**config.mk**
```make
export PLATFORM = sky130hd
export DESIGN_NAME = ttfn_sweep_unit
export DESIGN_NICKNAME = d
export VERILOG_FILES = /design/src/rtl/ttfn_sweep_unit.sv
export SDC_FILE = /design/constraint.sdc
export NUM_CORES = 1
export LEC_CHECK = 0
export BUFFER_PORTS_ARGS = -buffer_cell sky130_fd_sc_hd__buf_2
export CAP_MARGIN = 20
export CORE_MARGIN = 5
export CORE_UTILIZATION = 54
export CTS_BUF_LIST = sky130_fd_sc_hd__clkbuf_4
export DETAILED_ROUTE_END_ITERATION = 6
export GPL_TIMING_DRIVEN = 0
export PLACE_DENSITY = 0.87
export SETUP_SLACK_MARGIN = 0.4
export SLEW_MARGIN = 25
export SYNTH_ARGS = -nofsm -noshare
export SYNTH_HDL_FRONTEND = slang
export SYNTH_SLANG_ARGS = --single-unit
```
**constraint.sdc**
```tcl
create_clock -name clk -period 2.5 [get_ports clk]
set_clock_uncertainty 0.1 [all_clocks]
set_input_delay 0.5 -clock clk [delete_from_list [all_inputs] [get_ports clk]]
set_output_delay 0.5 -clock clk [all_outputs]
set_load 0.02 [all_outputs]
```
**src/rtl/ttfn_sweep_unit.sv**
```systemverilog
// Truth-table function unit: direct tt[in_vec] lookup with a valid/ready output register,
// plus an optional full-table sweep engine enabled by the TTFN_SWEEP_EN macro.
`timescale 1ns/1ps
module ttfn_sweep_unit #(
  parameter int unsigned              N_IN    = 4,
  parameter logic [(1<<N_IN)-1:0]     TT_INIT = 16'hB744
) (
  input  logic                  clk,
  input  logic                  rst,
  input  logic                  in_valid,
  output logic                  in_ready,
  input  logic [N_IN-1:0]       in_vec,
  output logic                  out_valid,
  input  logic                  out_ready,
  output logic                  out_bit,
  output logic [N_IN-1:0]       out_idx,
  input  logic                  tt_load,
  input  logic [(1<<N_IN)-1:0]  tt_data,
  input  logic                  start,
  output logic                  busy,
  output logic                  done,
  output logic [N_IN:0]         ones_cnt
);

  logic [(1<<N_IN)-1:0] tt;
  logic                 free;
  logic                 accept;
  logic                 tt_wr;
  logic                 sweep_ld;
  logic [N_IN-1:0]      sweep_idx;

  assign free   = !out_valid || out_ready;
  assign accept = in_valid && in_ready;

`ifdef TTFN_SWEEP_EN
  typedef enum logic [1:0] {IDLE, SWEEP, DRAIN} state_t;

  state_t state, state_nxt;
  logic   last_ld;
  logic   drain_hs;

  assign in_ready  = !rst && free && (state == IDLE) && !start;
  assign busy      = (state != IDLE);
  assign tt_wr     = tt_load && (state == IDLE);
  assign sweep_ld  = (state == SWEEP) && free;
  assign last_ld   = sweep_ld && (sweep_idx == '1);
  assign drain_hs  = (state == DRAIN) && out_valid && out_ready;

  always_ff @(posedge clk or posedge rst) begin
    if (rst) state <= IDLE;
    else     state <= state_nxt;
  end

  always_comb begin
    state_nxt = state;
    case (state)
      IDLE:    if (start)    state_nxt = SWEEP;
      SWEEP:   if (last_ld)  state_nxt = DRAIN;
      DRAIN:   if (drain_hs) state_nxt = IDLE;
      default:               state_nxt = IDLE;
    endcase
  end

  // done is registered so it rises on the same edge that drops busy
  always_ff @(posedge clk or posedge rst) begin
    if (rst) begin
      sweep_idx <= '0;
      ones_cnt  <= '0;
      done      <= 1'b0;
    end else begin
      done <= drain_hs;
      if ((state == IDLE) && start) begin
        sweep_idx <= '0;
        ones_cnt  <= '0;
      end else if (sweep_ld) begin
        sweep_idx <= sweep_idx + N_IN'(1);
        if (tt[sweep_idx]) ones_cnt <= ones_cnt + (N_IN+1)'(1);
      end
    end
  end
`else
  logic unused_start;

  assign unused_start = start;
  assign in_ready     = !rst && free;
  assign busy         = 1'b0;
  assign done         = 1'b0;
  assign ones_cnt     = '0;
  assign tt_wr        = tt_load;
  assign sweep_ld     = 1'b0;
  assign sweep_idx    = '0;
`endif

  always_ff @(posedge clk or posedge rst) begin
    if (rst)        tt <= TT_INIT;
    else if (tt_wr) tt <= tt_data;
  end

  // accept and sweep_ld are mutually exclusive: in_ready is low outside IDLE
  always_ff @(posedge clk or posedge rst) begin
    if (rst) begin
      out_valid <= 1'b0;
      out_bit   <= 1'b0;
      out_idx   <= '0;
    end else if (accept) begin
      out_valid <= 1'b1;
      out_bit   <= tt[in_vec];
      out_idx   <= in_vec;
    end else if (sweep_ld) begin
      out_valid <= 1'b1;
      out_bit   <= tt[sweep_idx];
      out_idx   <= sweep_idx;
    end else if (out_ready) begin
      out_valid <= 1'b0;
    end
  end

endmodule

```
==> results of run 1 <==
==> sequential cells by signal (all words and copies together), names as in the netlist <==
register   count
out_idx        4
out_valid      1
out_bit        1
tt            16
==> routing by layer <==
metal	wire length, microns	vias to the layer above	part of all wire (%)
met4	11	0	0.56
met3	156	2	7.9
li1	-	329	-
met5	0	-	0
met2	1090	24	55
met1	722	322	36
==> final timing paths <==
| check | start | end | slack, ns | depth (start not counted) |
|---|---|---|---|---|
| worst min register to register | out_bit | out_bit | 0.41 | 1 |
| max in group asynchronous | rst | tt[12] | 1.82 | 2 |
| worst max-delay path | rst | in_ready | 0.60 | 4 |
| worst max register to register | tt[13] | out_bit | 1.01 | 4 |
| min in group clk | tt_data[0] | tt[0] | 0.32 | 2 |
| worst min-delay path | rst | tt[1] | 0.06 | 2 |
==> synthesized netlist by cell type, drive strengths merged <==
cell type	n
a2111oi	1
a211o	1
and2	1
and2b	1
and3	1
buf	9
clkbuf	1
conb	1
dfrtp	14
dfstp	8
inv	1
mux2	22
mux2i	1
mux4	2
nand2	1
nand2b	2
nand3	1
nor2	1
nor2b	1
nor4	2
o21ai	1
o21bai	1
==> worst max-delay path, delay by kind of cell <==
kind          cells  cell delay [ns]
simple gates      1             0.24
buf+inv           3             0.56
==> cell families after synthesis <==
kind of cell           synth area share [%]
DFF                                    53.0
buffers and inverters                  7.22
muxes                                  28.6
and+or+nand+nor                        7.93
AOI/OAI and AO/OA                      2.84
other                                 0.355
==> power groups by stage <==
| stage | logic [mW] | clock network, mW | registers, mW |
|---|---|---|---|
| finish | 0.175 | 0.175 | 0.430 |
| global route | 0.191 | 0.201 | 0.437 |
| CTS | 0.178 | 0.181 | 0.431 |
| detailed placement | 0.174 | 0 | 0.437 |
| global placement | 0.170 | 0 | 0.434 |
| floorplan | 0.101 | 0 | 0.454 |
==> repair_timing <==
| item | CTS | global route |
|---|---|---|
| buffers inserted | 0 | 0 |
| endpoints found under the setup margin | 1 | 0 |
| resized for setup | 1 | 0 |
==> cell type report <==
cell class | instances | area, sq um | area share [%]
well taps | 27 | 33.8 | 2.60
clock buffers | 4 | 30.0 | 2.31
inverters | 1 | 7.51 | 0.579
flip-flops and latches | 22 | 561 | 43.2
multi-input cells | 47 | 443 | 34.1
repair buffers | 29 | 145 | 11.2
plain buffers | 10 | 72.6 | 5.59
repair inverters | 1 | 5.00 | 0.386
==> through the flow <==
step | total power [mW] | hold WS, ns | instances | worst slack, ns | instance area, sq um
6_report | 0.780 | 0.0592 | 141 | 0.599 | 1300
5_1_grt | 0.829 | 0.0557 | 141 | 0.495 | 1300
4_1_cts | 0.789 | 0.0572 | 141 | 0.564 | 1300
3_5_place_dp | 0.612 | 0.384 | 136 | 0.228 | 1260
3_3_place_gp | 0.604 | 0.368 | 136 | 0.256 | 1260
2_1_floorplan | 0.555 | 0.374 | 80 | 0.547 | 1080
==> out/summary.txt, run 1 <==
P_int = 0.570 mW
Crit-path slowest cell = clkinvlp_4
Post-route DRC = 0
Mapped Cells = 74
final setup TNS = 0 ns
total track usage = 16.6%
commonest non-fill, non-tap cells in the layout = buf_2, mux2_2, dfrtp_1
maximum vdd drop = 0.389 mV
worst-skew pair later-pin latency = 0.30 ns
Tightest Pin Transition = 0.573 ns
Most Crowded Layer GR = met2
Routed wire per std cell = 14.0 microns
Max Slew Vio Count = 0
root buf cell = clkbuf_4
largest net degree at the start of global routing = 13
met3 GRT Util = 4.36%
max incr delay on CP = 0.28 ns
IO Port Bufs = 29
Max clock buf depth = 2
WS Path Type = in2out
largest area contributor in the netlist = dfrtp_1
vias in the first global route = 705
Setup Viol. Count Final = 0
first-pass GRT wire length = 3280 microns
Worst EP arrival = 1.30 ns
clock buffer count from CTS = 3
CTS tree = yes
placer congestion estimate = 0.684
grt total ovfl = 0
Netlist cell types = 26
Final HPWL DP = 1460 microns
vias per std cell = 4.80
top cell type's share of synthesized area = 33.1%
Die Area = 2940 sq um
Clk pwr share = 22.4%
leakage = 0.612 nW
Tmin final = 1.90 ns
initial antenna violation count = 0
Flop pwr share = 55.1%
filler instances = 168
share of layout cells above drive strength 1 = 67.5%
H-tree levels = 1
GR Util met1 = 19.6%
Peak Freq = 526 MHz
syn avg cell area = 14.3 sq um
switching pwr = 0.210 mW
most common cell after layout, fill and taps aside = buf_2
CP Launch Type = primary input
Post-Synthesis Cell Area = 1060 sq um
post-synthesis sequential area ratio = 53.0%
1st-pass router iterations = 4
antenna viol nets, final = 0
Sw Ratio = 26.9%
clk sinks = 22
Final Cycle Share = 76.0%
crit-path max FO = 12
slew margin rel. = 61.6%
# rows = 16
HP Class = in2async
Detailed Route WL = 1980 microns
cells along the critical path = buf_2 -> clkinvlp_4 -> and2_1 -> buf_2
Core Area = 1920 sq um
CP required = 1.90 ns
Ant. Diodes = 0
logic gate share of total power = 22.5%
max_cap viols = 0
Final Hold Viols = 0
CP Capture Type = output pin
met2 Usage GRT = 28.1%
chip width = 54.3 microns
top cells by area, synth = dfrtp_1, mux2_2, dfstp_2, buf_4, mux4_2
initial drt markers = 4
CTS Hold Bufs = 0
via count = 677
RSZ-0062 raised after global routing = no
yosys warns = 0
Synth-to-Final Area Change = 22.7%
Initial Util = 55.0%
pwr/cell area = 601 nW/um^2
flops & latches, synth = 22
Die Y-Extent = 54.3 microns
CP most frequent cell = buf_2
status = completed
Nets = 141
clk slew on worst S/H paths = 0.12 ns
I/O pins = 40
post-layout util = 67.5%
(Power assumes the default switching activity.)
==> inputs of run 2 (changes only) <==
--- a/config.mk
+++ b/config.mk
@@ -5,14 +5,15 @@
 export SDC_FILE = /design/constraint.sdc
 export NUM_CORES = 1
 export LEC_CHECK = 0
+export ABC_AREA = 1
 export BUFFER_PORTS_ARGS = -buffer_cell sky130_fd_sc_hd__buf_2
 export CAP_MARGIN = 20
 export CORE_MARGIN = 5
-export CORE_UTILIZATION = 54
+export CORE_UTILIZATION = 50
 export CTS_BUF_LIST = sky130_fd_sc_hd__clkbuf_4
 export DETAILED_ROUTE_END_ITERATION = 6
 export GPL_TIMING_DRIVEN = 0
-export PLACE_DENSITY = 0.87
+export PLACE_DENSITY = 0.8
 export SETUP_SLACK_MARGIN = 0.4
 export SLEW_MARGIN = 25
 export SYNTH_ARGS = -nofsm -noshare
==> constraint.sdc (replaced) <==
create_clock -name clk -period 1.93 [get_ports clk]
set_clock_uncertainty 0.1 [all_clocks]
set_input_delay 0.386 -clock clk [delete_from_list [all_inputs] [get_ports clk]]
set_output_delay 0.386 -clock clk [all_outputs]
set_load 0.02 [all_outputs]
==> run 2 against run 1 <==
Cell count up 45%. Clock power grew 13%. Global-route usage decreased by 1.9 points. Setup slack worse by 0.15 ns. Wire length grew 11%. Non-clock buffer count grew 4. Via count increased by 35%. Die area grew 11%. Sequential share of layout area shrank 1.8 points. Critical path type is now reg2out. Critical endpoint unchanged. Largest cell class unchanged.
==> out/summary.txt, run 2 <==
count leader, synth = nand2_1
setup ws final = 0.447 ns
Max clock buf depth = 2
Mapped Cells = 136
reg2reg end = out_bit
IO Port Bufs = 30
worst-skew pair later-pin latency = 0.30 ns
max reg flops = 16
vias in the first global route = 932
Core Area = 2170 sq um
Final Cycle Share = 76.9%
CTS tree = yes
Final HPWL DP = 1750 microns
Post-synth EDFFs = 0
Crit-path slowest cell = dfrtp_1
Tightest Pin Transition = 0.791 ns
status = completed
root buf cell = clkbuf_4
antenna viol nets, final = 0
Worst EP arrival = 1.00 ns
post-layout util = 62.5%
Post-route DRC = 0
largest net degree at the start of global routing = 23
slew margin rel. = 47.2%
commonest non-fill, non-tap cells in the layout = nand2_1, buf_2, inv_1
Synth async-reset ratio = 100%
total track usage = 14.7%
grt total ovfl = 0
most common cell after layout, fill and taps aside = nand2_1
largest area contributor in the netlist = dfrtp_1
Nets = 204
Netlist cell types = 18
Synth top cells by count = nand2_1, inv_1, dfrtp_1, o21ai_1, nand3_1
Die Area = 3260 sq um
Max Slew Vio Count = 0
CP required = 1.44 ns
Post-Synthesis Cell Area = 1110 sq um
top_reg_cell synth = dfrtp_1
vias per std cell = 4.50
Ant. Diodes = 0
Post-Synth Simple-Gate Area = 23.5%
CP Launch Type = register
Synth-to-Final Area Change = 22.0%
adder-cell share of the synthesized area = 0%
placer congestion estimate = 0.825
Initial Util = 51.2%
crit-path max FO = 3
share of layout cells above drive strength 1 = 36.9%
Synth Area in Compound Gates = 9.80%
WP buf/inv = 1
max_cap viols = 0
slack of the worst reg-to-reg path = 0.69 ns
# rows = 17
Crit path max-delay family = flip-flops
max incr delay on CP = 0.41 ns
CP Capture Type = output pin
clock buffer count from CTS = 3
Top reg by flops = tt
initial antenna violation count = 0
pwr/cell area = 719 nW/um^2
initial drt markers = 11
WS Path Type = reg2out
RSZ-0062 raised after global routing = yes
first-pass GRT wire length = 3880 microns
Routed wire per std cell = 10.7 microns
Die Y-Extent = 57.1 microns
pre-CTS WS = 0.621 ns
Peak Freq = 674 MHz
syn avg cell area = 8.17 sq um
H-tree levels = 1
1st-pass router iterations = 4
flops & latches, synth = 22
top cell type's share of synthesized area = 31.5%
I/O pins = 40
R2R Path Start = out_valid
leakage = 0.759 nW
Worst Reg-to-Reg Cells = 6
Final Hold Viols = 0
Setup Viol. Count Final = 0
chip width = 57.1 microns
final setup TNS = 0 ns
post-synthesis sequential area ratio = 50.5%
yosys warns = 0
Detailed Route WL = 2190 microns
post-synthesis mux area share = 0%
Tmin final = 1.48 ns
clk sinks = 22
HP Class = in2async
cells along the critical path = a21oi_2 -> buf_6
via count = 917
XOR/XNOR share of the synthesized area = 0%
Regs by FF count = tt: 16 flops, out_idx: 4 flops
clk slew on worst S/H paths = 0.12 ns
maximum vdd drop = 0.422 mV
top cells by area, synth = dfrtp_1, dfstp_2, nand2_1, inv_1, o21ai_1
main combinational cell family by area after synthesis = simple AND/OR/NAND/NOR gates
-- run 2: where the power goes --
group          leakage (nW)  internal (mW)  total [mW]  switching (mW)
combinational         0.490         0.0913       0.237           0.145
sequential            0.256          0.521       0.540          0.0194
clock                0.0138         0.0726       0.197           0.125
-- run 2: what timing repair did --
action,CTS,global route
endpoints found under the setup margin,1,1
hold buffers,0,0
pin swaps,0,1
buffers inserted,0,1
resized for setup,1,1
-- run 2: worst max path at each step --
stage,startpoint,end,slack (ns),depth (start not counted)
after floorplan,out_valid,out_idx[1],0.57,5
after global placement,out_ready,in_ready,0.65,4
after detailed placement,out_ready,in_ready,0.62,4
after CTS,out_valid,in_ready,0.41,2
after global routing,out_valid,in_ready,0.37,2
final,out_valid,in_ready,0.45,2
-- run 2: kinds of logic (layout without fill, tap and decap cells) --
kind of cell           Yosys count  in the layout
other                            1              7
and+or+nand+nor                 57             57
buffers and inverters           35             69
AOI/OAI and AO/OA               21             21
DFF                             22             22
-- run 2: layer usage --
layer	GRT usage [%]	vias to the layer above	wire length, microns
li1	-	484	-
met1	19.2	410	937
met2	24.8	21	1120
met3	2.49	2	127
met4	4.97	0	10
met5	0	-	0
-- run 2: final cells by class --
type,count,area [sq um]
Tap cell,28,35.0
Buffer,12,82.6
Timing Repair Buffer,31,164
Fill cell,207,815
Inverter,23,93.8
Clock buffer,3,22.5
Sequential cell,22,561
Multi-Input combinational cell,85,397
-- run 2: per-stage QoR --
step                      power [mW]  hold WS [ns]  cells  instance area (sq um)
after detailed placement       0.784         0.377    200                   1320
final                          0.974         0.137    204                   1360
after global placement         0.773         0.360    200                   1320
after CTS                      0.982         0.157    203                   1340
after floorplan                0.707         0.269    142                   1130
after global routing            1.04         0.174    204                   1360
